File: src/rtl/chromatic_pwm.sv
// chromatic_pwm: shared PWM engine driving an RGB LED matrix, either from
// host-loaded static duties or from an autonomous six-segment hue sweep.
module chromatic_pwm #(
    parameter int N_LEDS       = 25,
    parameter int PWM_BITS     = 8,
    parameter int PRESCALE     = 4,
    parameter int STEP_PERIODS = 1
) (
    input  logic                clk,
    input  logic                rst,
    input  logic                mode,
    input  logic [PWM_BITS-1:0] duty_r,
    input  logic [PWM_BITS-1:0] duty_g,
    input  logic [PWM_BITS-1:0] duty_b,
    input  logic                duty_load,
    input  logic [N_LEDS-1:0]   led_en,
    output logic [N_LEDS-1:0]   R,
    output logic [N_LEDS-1:0]   G,
    output logic [N_LEDS-1:0]   B,
    output logic                period_start,
    output logic [2:0]          hue_seg
);

    localparam logic [PWM_BITS-1:0] M = '1;
    localparam int PRE_W  = (PRESCALE > 1) ? $clog2(PRESCALE) : 1;
    localparam int STEP_W = (STEP_PERIODS > 1) ? $clog2(STEP_PERIODS) : 1;
    localparam logic [PRE_W-1:0]  PRE_LAST  = PRE_W'(PRESCALE - 1);
    localparam logic [STEP_W-1:0] STEP_LAST = STEP_W'(STEP_PERIODS - 1);

    typedef enum logic [2:0] {
        SEG0 = 3'd0,
        SEG1 = 3'd1,
        SEG2 = 3'd2,
        SEG3 = 3'd3,
        SEG4 = 3'd4,
        SEG5 = 3'd5
    } seg_t;

    logic [PRE_W-1:0]    presc;
    logic [PWM_BITS-1:0] pwm_cnt;
    logic                tick;
    logic                wrap;

    logic [PWM_BITS-1:0] pend_r, pend_g, pend_b;
    logic [PWM_BITS-1:0] act_r, act_g, act_b;

    seg_t                seg, seg_nxt;
    logic [PWM_BITS-1:0] level, level_nxt;
    logic [STEP_W-1:0]   step_cnt, step_nxt;
    logic [PWM_BITS-1:0] sw_r, sw_g, sw_b;

    assign tick    = (presc == PRE_LAST);
    assign wrap    = tick && (pwm_cnt == M);
    assign hue_seg = seg;

    always_ff @(posedge clk or posedge rst) begin
        if (rst) begin
            presc        <= '0;
            pwm_cnt      <= '0;
            period_start <= 1'b0;
        end else begin
            presc        <= tick ? '0 : presc + 1'b1;
            period_start <= wrap;
            if (tick) begin
                pwm_cnt <= pwm_cnt + 1'b1;
            end
        end
    end

    always_ff @(posedge clk or posedge rst) begin
        if (rst) begin
            pend_r <= '0;
            pend_g <= '0;
            pend_b <= '0;
        end else if (duty_load) begin
            pend_r <= duty_r;
            pend_g <= duty_g;
            pend_b <= duty_b;
        end
    end

    always_ff @(posedge clk or posedge rst) begin
        if (rst) begin
            seg      <= SEG0;
            level    <= '0;
            step_cnt <= '0;
        end else begin
            seg      <= seg_nxt;
            level    <= level_nxt;
            step_cnt <= step_nxt;
        end
    end

    // Hue walk advances only on wraps seen in SWEEP; the colour is derived from
    // the post-step position so the new period starts with the stepped hue.
    always_comb begin
        seg_nxt   = seg;
        level_nxt = level;
        step_nxt  = step_cnt;
        if (wrap && mode) begin
            if (step_cnt == STEP_LAST) begin
                step_nxt = '0;
                if (level != M) begin
                    level_nxt = level + 1'b1;
                end else begin
                    level_nxt = '0;
                    case (seg)
                        SEG0:    seg_nxt = SEG1;
                        SEG1:    seg_nxt = SEG2;
                        SEG2:    seg_nxt = SEG3;
                        SEG3:    seg_nxt = SEG4;
                        SEG4:    seg_nxt = SEG5;
                        default: seg_nxt = SEG0;
                    endcase
                end
            end else begin
                step_nxt = step_cnt + 1'b1;
            end
        end

        sw_r = '0;
        sw_g = '0;
        sw_b = '0;
        case (seg_nxt)
            SEG0: begin sw_r = M;             sw_g = level_nxt;     sw_b = '0;            end
            SEG1: begin sw_r = M - level_nxt; sw_g = M;             sw_b = '0;            end
            SEG2: begin sw_r = '0;            sw_g = M;             sw_b = level_nxt;     end
            SEG3: begin sw_r = '0;            sw_g = M - level_nxt; sw_b = M;             end
            SEG4: begin sw_r = level_nxt;     sw_g = '0;            sw_b = M;             end
            SEG5: begin sw_r = M;             sw_g = '0;            sw_b = M - level_nxt; end
            default: begin sw_r = '0;         sw_g = '0;            sw_b = '0;            end
        endcase
    end

    // Active duties only change at a wrap, so a running period is never cut short.
    always_ff @(posedge clk or posedge rst) begin
        if (rst) begin
            act_r <= '0;
            act_g <= '0;
            act_b <= '0;
        end else if (wrap) begin
            if (mode) begin
                act_r <= sw_r;
                act_g <= sw_g;
                act_b <= sw_b;
            end else if (duty_load) begin
                act_r <= duty_r;
                act_g <= duty_g;
                act_b <= duty_b;
            end else begin
                act_r <= pend_r;
                act_g <= pend_g;
                act_b <= pend_b;
            end
        end
    end

    always_ff @(posedge clk or posedge rst) begin
        if (rst) begin
            R <= '0;
            G <= '0;
            B <= '0;
        end else begin
            R <= (pwm_cnt < act_r) ? led_en : '0;
            G <= (pwm_cnt < act_g) ? led_en : '0;
            B <= (pwm_cnt < act_b) ? led_en : '0;
        end
    end

endmodule
File: config.mk
export PLATFORM = sky130hd
export DESIGN_NAME = chromatic_pwm
export DESIGN_NICKNAME = d
export VERILOG_FILES = /design/src/rtl/chromatic_pwm.sv
export SDC_FILE = /design/constraint.sdc
export NUM_CORES = 1
export LEC_CHECK = 0
export ABC_AREA = 1
export BUFFER_PORTS_ARGS = -buffer_cell sky130_fd_sc_hd__buf_2
export CORE_MARGIN = 3
export CORE_UTILIZATION = 56
export CTS_CLUSTER_DIAMETER = 60
export DETAILED_ROUTE_END_ITERATION = 12
export PLACE_DENSITY = 0.81
export SLEW_MARGIN = 25
export SYNTH_ARGS = -nofsm -noshare
export SYNTH_HDL_FRONTEND = slang
export SYNTH_SLANG_ARGS = --single-unit
export TNS_END_PERCENT = 20
File: constraint.sdc
create_clock -name clk -period 14 [get_ports clk]
set_input_delay 2.1 -clock clk [delete_from_list [all_inputs] [get_ports clk]]
set_output_delay 2.1 -clock clk [all_outputs]
set_load 0.005 [all_outputs]
### Word-level counts from Yosys, hierarchy flattened

Cells that the tools add are included.

| storage, ports and cells | value |
|---|---|
| flip-flop bits (word level) | 146 |
| latch bits | 0 |
| memory bits (writable) | 0 |
| ROM bits | 0 |
| input port bits | 53 |
| output and inout bits | 79 |
| word-level logic and storage cells | 63 |
| memories kept | 0 |

| operators by class | value |
|---|---|
| $add $sub $neg | 5 |
| multiply operators | 0 |
| divide/modulo/power cells | 0 |
| $lt $le $gt $ge | 3 |
| eq/ne operators | 12 |
| shift-type cells | 0 |
| muxes and demuxes | 21 |
| bitwise logic cells | 0 |
| reductions and logical operators | 7 |

Operator list:

| kind | number |
|---|---|
| 25-bit two-way mux | 3 |
| 8-bit two-way mux | 9 |
| 8-bit case mux with 3 select lines | 3 |
| 8-bit less-than comparator | 3 |
| 8-bit by 1-bit adder with 8-bit output, second input constant | 2 |
| 3-bit case mux with 5 select lines | 1 |
| 3-bit by 2-bit == test with 1-bit output, second input constant | 4 |
| 3-bit == test, second input constant | 3 |
| 3-bit two-way mux | 3 |
| 8-bit == test, second input constant | 1 |
| 8-bit inequality test, second input constant | 1 |
| 8-bit subtractor, first input constant | 1 |
| 3-bit by 1-bit == test with 1-bit output, second input constant | 2 |
| 3-bit logical NOT | 2 |
| 2-bit OR reduction | 3 |
| 2-bit by 1-bit adder with 2-bit output, second input constant | 1 |
| 2-bit == test, second input constant | 1 |
| 1-bit logical AND | 2 |
| 2-bit two-way mux | 1 |
| 1-bit adder, second input constant | 1 |
| 1-bit two-way mux | 1 |

### Longest topological paths before layout

Gate-level depths: netlist of the first run.

| depth | value |
|---|---|
| depth after elaboration | 9 |
| gate-level depth with buffers | 14 |

### Worst setup path after synthesis of the first run

Ideal clock, no wire load.

| path | value |
|---|---|
| kind | in2reg |
| start point | input port mode |
| end point | register act_r[4] |
| library setup time | 0.122 ns |
| data arrival time | 3.400 ns |
| data required time | 13.878 ns |
| setup slack | 10.479 ns |
| stages | 12 |
| cell sequence | buf_2 > inv_2 > nor2_8 > nand2_4 > nor2_1 > nor2_1 > buf_4 > nand2_1 > nand2_2 > nand3_1 > nand2_1 > a21oi_2 |

| on the way | value |
|---|---|
| cells in the longest elaborated chain, start to end | 6 |

Ends and longest elaborated chain:

| element | RTL line | source |
|---|---|---|
| start, declared | 11 | `input logic mode,` |
| branches (longest 5 deep; another with 8-bit subtractor) | n/a |  |
| 8-bit two-way mux (*) | 142 | `if (mode) begin` |
| end signal, assigned | 143 | `act_r <= sw_r;` |
| end signal, assigned | 147 | `act_r <= duty_r;` |
| end signal, assigned | 151 | `act_r <= pend_r;` |
| end, declared | 45 | `logic [PWM_BITS-1:0] act_r, act_g, act_b;` |

Every way passes the cells marked *.
A chain may end at the register's enable or synchronous reset.

### Worst setup path after layout of the first run

| path | value |
|---|---|
| start point | input port mode |
| end point | register act_b[3] |

| on the way | value |
|---|---|
| cells in the longest elaborated chain, start to end | 6 |

Ends and longest elaborated chain:

| element | RTL line | source |
|---|---|---|
| branches (longest 5 deep; another with 8-bit subtractor) | n/a |  |
| 8-bit two-way mux (*) | 142 |  |
| end signal, assigned | 145 | `act_b <= sw_b;` |
| end signal, assigned | 149 | `act_b <= duty_b;` |
| end signal, assigned | 153 | `act_b <= pend_b;` |
| end, declared | 45 |  |

Marked as above.

==> results of run 1 <==
-- power by group through the flow --
stage	registers (mW)	clock network [mW]	logic, mW
after global placement	0.454	0	0.0626
after global routing	0.449	0.506	0.0744
after CTS	0.447	0.487	0.0661
after detailed placement	0.455	0	0.0653
final	0.448	0.481	0.0649
after floorplan	0.455	0	0.0336
-- metal layers --
metal  global-route usage [%]  routed length (µm)
met5                        0                   0
met4                     11.1                 415
met1                     32.4                6370
met2                     40.2                7220
met3                     5.40                1050
-- metrics by stage --
stage | hold WS [ns] | cells | util, % | instance area, µm² | power, mW
2_1_floorplan | 0.403 | 701 | - | 6390 | 0.489
3_3_place_gp | 0.415 | 954 | 65.1 | 7150 | 0.516
3_5_place_dp | 0.456 | 954 | 65.1 | 7150 | 0.520
4_1_cts | 0.465 | 985 | 70.9 | 7790 | 1.00
5_1_grt | 0.489 | 985 | 70.9 | 7790 | 1.03
6_report | 0.465 | 985 | 70.9 | 7790 | 0.993
-- layout make-up --
class                      instances  share of cell area, %
clock inverter                    12                   2.31
sequential                       145                   46.6
tap                              140                   2.25
inverter                          76                   3.69
clock buffer                      19                   5.81
multi-input combinational        458                   30.5
timing repair buffer             135                   8.85
-- cells in the final DEF, fill, tap and decap left out, types with 2 or more instances in the layout --
cell type / count
clkinvlp_4: 2
inv_6: 2
a31oi_1: 8
nor2_8: 2
a21boi_0: 3
clkinv_2: 2
ha_1: 24
or2_2: 2
o211ai_1: 14
nand2_1: 174
buf_4: 3
clkbuf_16: 17
buf_2: 131
o21ai_1: 4
nor2_2: 2
clkinv_4: 2
a21oi_1: 34
bufinv_16: 4
a22oi_1: 7
dfrtp_1: 145
clkbuf_8: 2
nand4_1: 3
inv_1: 73
nor2_4: 4
o21ai_0: 5
inv_2: 2
nor2_1: 101
nand3_1: 42
nand2_2: 7
nand2_4: 4
xor2_1: 2
xnor2_1: 5
a21oi_2: 2
-- critical path: stages --
cell	delay [ns]
buf_2	0.16
inv_2	0.47
nor2_8	0.12
nand2_4	0.12
nor2_1	0.05
nor2_1	0.70
nand2_2	0.14
a21oi_4	0.27
nand3_1	0.11
nand2_1	0.07
nand2_1	0.05
-- kinds of logic after synthesis --
| logic type | count (synthesis) | synth area share [%] |
|---|---|---|
| compound gates | 81 | 7.98 |
| xor+xnor | 7 | 0.959 |
| fa+ha+maj | 24 | 4.70 |
| buf+inv | 98 | 6.09 |
| flops | 145 | 56.7 |
| simple gates | 346 | 23.5 |
-- synthesized netlist by cell type (2+ instances only) --
| master | number | area share (%) |
|---|---|---|
| o211ai_1 | 14 | 1.6 |
| xor2_1 | 2 | 0.27 |
| nor2_4 | 4 | 0.70 |
| inv_2 | 2 | 0.12 |
| xnor2_1 | 5 | 0.68 |
| clkbuf_1 | 17 | 1.0 |
| nor2_1 | 101 | 5.9 |
| buf_6 | 2 | 0.35 |
| nand4_1 | 3 | 0.29 |
| dfrtp_1 | 145 | 57 |
| or2_2 | 2 | 0.20 |
| a22oi_1 | 7 | 0.82 |
| o21ai_0 | 5 | 0.39 |
| a31oi_1 | 8 | 0.78 |
| buf_2 | 2 | 0.16 |
| inv_1 | 74 | 4.3 |
| a21oi_1 | 34 | 2.7 |
| nand2_4 | 4 | 0.70 |
| nand3_1 | 42 | 3.3 |
| nor2_8 | 2 | 0.63 |
| ha_1 | 24 | 4.7 |
| nor2_2 | 2 | 0.20 |
| a21boi_0 | 3 | 0.35 |
| nand2_2 | 7 | 0.68 |
| nand2_1 | 174 | 10 |
| a21oi_2 | 2 | 0.27 |
| o21ai_1 | 4 | 0.31 |
-- worst paths after layout --
| path | slack, ns | end | cells after the start | startpoint |
|---|---|---|---|---|
| worst min-delay path | 0.47 | pend_b[5]$_DFF_PP0_ | 2 | pend_b[5]$_DFF_PP0_ |
| worst min register to register | 0.47 | pend_b[5]$_DFF_PP0_ | 2 | pend_b[5]$_DFF_PP0_ |
| min in group asynchronous | 1.82 | B[1]$_DFF_PP0_ | 2 | rst |
| max in group asynchronous | 11.01 | pend_b[1]$_DFF_PP0_ | 3 | rst |
| worst max-delay path | 9.94 | act_b[3]$_DFFE_PP0N_ | 11 | mode |
| worst max register to register | 11.04 | act_b[3]$_DFFE_PP0N_ | 13 | pwm_cnt[1]$_DFFE_PP0N_ |
-- flip-flops by register name, summed over array words and instances, names as in the netlist --
name / cells
act_r: 8
act_b: 8
level: 8
period_start: 1
hue_seg: 3
act_g: 8
pwm_cnt: 8
pend_b: 8
pend_r: 8
G: 25
pend_g: 8
presc: 2
B: 25
R: 25
==> flow_metrics.py, run 1 <==
metrics = {
    "sta": {
        "slew-limit-headroom_pct": 39.7,
        "period_needed_ns": 4.06,
        "clock-skew-final_ns": 0.00896,
        "setup_viol": 0,
        "fin_ws_ns": 9.94,
        "min_period_over_period_pct": 29.0,
        "finalHoldViolations": 0,
        "final_max_slew_viol_count": 0,
        "tns_ns": 0,
        "fmax_mhz": 246,
        "worst_pin_slew_ns": 0.901,
        "rsz0062_at_grt": "false",
    },
    "power_and_ir_drop": {
        "p_switching_uw": 220,
        "leakage_nw": 4.16,
        "internal_power_uw": 773,
        "peakVddDrop_v": 0.000109,
        "combPwrFrac_pct": 6.5,
        "seqPwrFrac_pct": 45.1,
        "swShare_pct": 22.2,
        "clkPwrFrac_pct": 48.4,
        "p_per_area_nw_per_um2": 127,
    },
    "synthesis": {
        "yosys_most_used_dff": "dfrtp_1",
        "syn_area_um2": 6390,
        "ys_warn_count": 0,
        "yosys_register_bits": 145,
        "synth.distinct_cells": 37,
        "ys_seq_area_share_pct": 56.7,
        "synth_edf_count": 0,
        "syn-instance-count": 701,
        "synthArstFlopShare_pct": 100,
        "avgSynthCellArea_um2": 9.12,
        "syn-num-nets": 778,
    },
    "drt": {
        "first_iter_violations": 408,
        "drcViolationCount": 0,
        "routed_wl_mm": 15.1,
        "avgViaCountPerCell": 5.22,
        "drtAntennaViolNets": 0,
        "dr_total_vias": 5139,
        "wire_per_inst_um": 15.3,
        "drtPass1Iterations": 5,
    },
    "placed_design": {
        "preCtsSetupSlack_ns": 9.55,
        "dpl.hpwl_mm": 10.5,
        "numPortBuffers": 131,
        "place_congestion": 0.921,
    },
    "die": {
        "die_area_um2": 12700,
        "die_w_um": 113,
        "dieHeight_um": 113,
        "rows": 38,
        "coreArea_um2": 11000,
        "ios": 132,
        "start_util_pct": 58.2,
    },
    "run_status": {
        "outcome": "finished clean",
    },
    "clocking": {
        "post_cts_buffers": 0,
        "cts_root_buffer": "clkbuf_16",
        "clk_latency_ns": 0.42,
        "clk_pin_slew_ns": 0.06,
        "cts.sinks": 145,
        "cts_buffers": 17,
        "ctsResizeCount": 0,
        "cts_max_level": 4,
        "cts_hold_buffers": 0,
        "cts_tree": "yes",
        "cts.path.max_buffers": 2,
    },
    "finish": {
        "syn_to_final_growth_pct": 21.8,
        "layout-drive-gt1-share_pct": 23.2,
        "nets": 910,
        "fillCellCount": 787,
        "n_antenna_cell": 0,
        "multi_input_area_um2": 2380,
        "seq_area_um2": 3630,
    },
    "worst_hold_path": {
        "hold_path_class": "flip-flop to flip-flop",
    },
    "grt": {
        "antenna_found_initial": 0,
        "grt_overflow": 0,
        "grt_pass1_vias": 5232,
        "grt_pass1_wl_mm": 25.1,
        "grt_max_degree": 83,
        "grt_use_total_pct": 24.8,
    },
    "worst_setup_path": {
        "criticalPathCategory": "primary input to flip-flop",
        "worstPathArrival_ns": 4.36,
        "required_ns": 14.31,
        "endpoint_kind": "flip-flop",
        "crit_path_start_kind": "primary input",
        "crit_fanout": 27,
    },
    "flow_run": {
        "cap_violations": 0,
    },
}
Note: power is estimated with default switching activity, not from simulation.
==> run 2, diff against run 1 <==
--- a/config.mk
+++ b/config.mk
@@ -8,10 +8,10 @@
 export ABC_AREA = 1
 export BUFFER_PORTS_ARGS = -buffer_cell sky130_fd_sc_hd__buf_2
 export CORE_MARGIN = 3
-export CORE_UTILIZATION = 56
+export CORE_UTILIZATION = 55
 export CTS_CLUSTER_DIAMETER = 60
 export DETAILED_ROUTE_END_ITERATION = 12
-export PLACE_DENSITY = 0.81
+export PLACE_DENSITY = 0.8
 export SLEW_MARGIN = 25
 export SYNTH_ARGS = -nofsm -noshare
 export SYNTH_HDL_FRONTEND = slang
==> constraint.sdc (replaced) <==
create_clock -name clk -period 4.2 [get_ports clk]
set_input_delay 0.63 -clock clk [delete_from_list [all_inputs] [get_ports clk]]
set_output_delay 0.63 -clock clk [all_outputs]
set_load 0.005 [all_outputs]
==> flow_metrics.py, run 2 (synthesis results as in run 1) <==
metrics = {
    "sta": {
        "final_max_slew_viol_count": 0,
        "slew-limit-headroom_pct": 47.3,
        "rsz0062_at_grt": "false",
        "period_needed_ns": 2.93,
        "finalHoldViolations": 0,
        "clock-skew-final_ns": 0.0114,
        "min_period_over_period_pct": 69.7,
        "setup_viol": 0,
        "whs_ns": 0.422,
        "fmax_mhz": 342,
        "worst_pin_slew_ns": 0.783,
        "tns_ns": 0,
    },
    "placed_design": {
        "place_congestion": 0.927,
        "dpl.hpwl_mm": 10.7,
        "numPortBuffers": 131,
    },
    "power_and_ir_drop": {
        "p_switching_uw": 732,
        "internal_power_mw": 2.52,
        "seqPwrFrac_pct": 45.8,
        "combPwrFrac_pct": 6.7,
        "clkPwrFrac_pct": 47.5,
        "peakVddDrop_v": 0.000315,
        "p_per_area_nw_per_um2": 418,
        "swShare_pct": 22.5,
        "leakage_nw": 4.15,
    },
    "drt": {
        "top_layer": "met4",
        "routed-wl-met2_mm": 7.36,
        "first_iter_violations": 409,
        "routed_wl_mm": 15.0,
        "avgViaCountPerCell": 5.20,
        "m1WireLength_mm": 6.21,
        "drcViolationCount": 0,
        "wl_met3_mm": 1.04,
        "dr_total_vias": 5124,
        "wire_per_inst_um": 15.2,
        "drtAntennaViolNets": 0,
        "drtPass1Iterations": 5,
    },
    "clocking": {
        "cts_root_buffer": "clkbuf_16",
        "cts_buffers": 17,
        "clk_pin_slew_ns": 0.06,
        "post_cts_buffers": 0,
        "cts_hold_buffers": 0,
        "cts.path.max_buffers": 2,
        "ctsResizeCount": 0,
        "cts.sinks": 145,
        "cts_max_level": 4,
        "cts_tree": "yes",
        "clk_latency_ns": 0.42,
    },
    "worst_setup_path": {
        "critPathCapture": "act_b[0]$_DFFE_PP0N_",
        "cp_num_cells": 12,
        "crit_path_start_kind": "flip-flop",
        "cp_common_cell": "nor2_1",
        "criticalPathCategory": "flip-flop to flip-flop",
        "timing.rr.end": "act_b[0]$_DFFE_PP0N_",
        "worstPathArrival_ns": 3.24,
        "r2r_start": "pwm_cnt[1]$_DFFE_PP0N_",
        "worstPathCellList": "ha_1, nand2_2, nor2_4, nand3_2, nor2_1, nor2_1, nor2_1, nand2_2, a21oi_4, nand3_1, nand2_1, nand2_1",
        "critPathBufInv": 0,
        "worstSetupStartpoint": "pwm_cnt[1]$_DFFE_PP0N_",
        "crit_slowest_cell": "nor2_1",
        "cp_top_family": "simple AND/OR/NAND/NOR gates",
        "slowest_delay_ns": 0.61,
        "reg2reg_slack_ns": 1.27,
        "endpoint_kind": "flip-flop",
        "required_ns": 4.51,
        "crit_fanout": 15,
        "r2r_cells": 12,
    },
    "run_status": {
        "outcome": "finished clean",
    },
    "grt": {
        "grt_pass1_wl_mm": 24.8,
        "grt_pass1_vias": 5207,
        "grt_use_total_pct": 24.4,
        "antenna_found_initial": 0,
        "grt_overflow": 0,
        "grt_max_degree": 146,
    },
    "finish": {
        "syn_to_final_growth_pct": 21.7,
        "top_regs": "B x25, G x25, R x25",
        "n_antenna_cell": 0,
        "nets": 910,
        "final_common_cell": "nand2_1",
        "fillCellCount": 833,
        "layout-drive-gt1-share_pct": 23.0,
        "final_cell_mix": "174 x nand2_1, 145 x dfrtp_1, 131 x buf_2",
    },
    "die": {
        "rows": 38,
        "die_w_um": 114,
        "coreArea_um2": 11100,
        "ios": 132,
        "start_util_pct": 57.7,
        "die_area_um2": 13000,
        "dieHeight_um": 114,
    },
    "worst_hold_path": {
        "hold_path_class": "primary input to asynchronous set/reset pin",
    },
    "flow_run": {
        "cap_violations": 0,
    },
}
run 2: changes by cell type in the layout (fill, tap and decap cells not counted), sizes merged:
cell | before | now
clkbuf | 19 | 21
bufinv | 4 | 3
run 2: layer usage:
metal	track usage, %	vias to the layer above
met5	0	-
met4	10.6	0
met3	5.25	36
met2	41.3	179
met1	30.3	2418
li1	-	2491
run 2: through the flow:
| stage | worst slack [ns] | instance area, µm² | util [%] | cells | total power, mW |
|---|---|---|---|---|---|
| after CTS | 1.31 | 7780 | 70.2 | 986 | 3.28 |
| after detailed placement | 1.26 | 7170 | 64.7 | 954 | 1.74 |
| after global placement | 1.33 | 7170 | 64.7 | 954 | 1.73 |
| after global routing | 0.999 | 7780 | 70.2 | 986 | 3.37 |
| final | 1.27 | 7780 | 70.2 | 986 | 3.25 |
| after floorplan | 1.75 | 6400 | - | 701 | 1.63 |
run 2: worst min path at each step:
stage	endpoint	cells after the start	slack (ns)
2_1_floorplan	presc[0]$_DFF_PP0_	1	0.40
3_3_place_gp	presc[0]$_DFF_PP0_	1	0.41
3_5_place_dp	presc[0]$_DFF_PP0_	1	0.45
4_1_cts	pend_b[7]$_DFF_PP0_	3	0.42
5_1_grt	pend_r[7]$_DFF_PP0_	3	0.45
6_report	G[13]$_DFF_PP0_	3	0.42
run 2: area by class of cell:
class / count / area [µm²] / share of cell area [%]
Sequential cell: 145 / 3630 / 46.6
Clock inverter: 11 / 151 / 1.95
Multi-Input combinational cell: 458 / 2380 / 30.6
Tap cell: 140 / 175 / 2.25
Inverter: 76 / 289 / 3.72
Timing Repair Buffer: 135 / 698 / 8.97
Clock buffer: 21 / 460 / 5.92
run 2: power by group through the flow:
stage,registers [mW],clock network (mW),logic [mW]
final,1.49,1.54,0.219
after CTS,1.49,1.56,0.224
after detailed placement,1.52,0,0.222
after global placement,1.51,0,0.212
after global routing,1.50,1.63,0.250
after floorplan,1.52,0,0.112
run 2: worst register-to-register path, delay by kind of cell (launching register included):
family	cells	cell delay (ns)
compound gates	1	0.28
fa+ha+maj	1	0.21
flops	1	0.45
simple gates	10	1.89
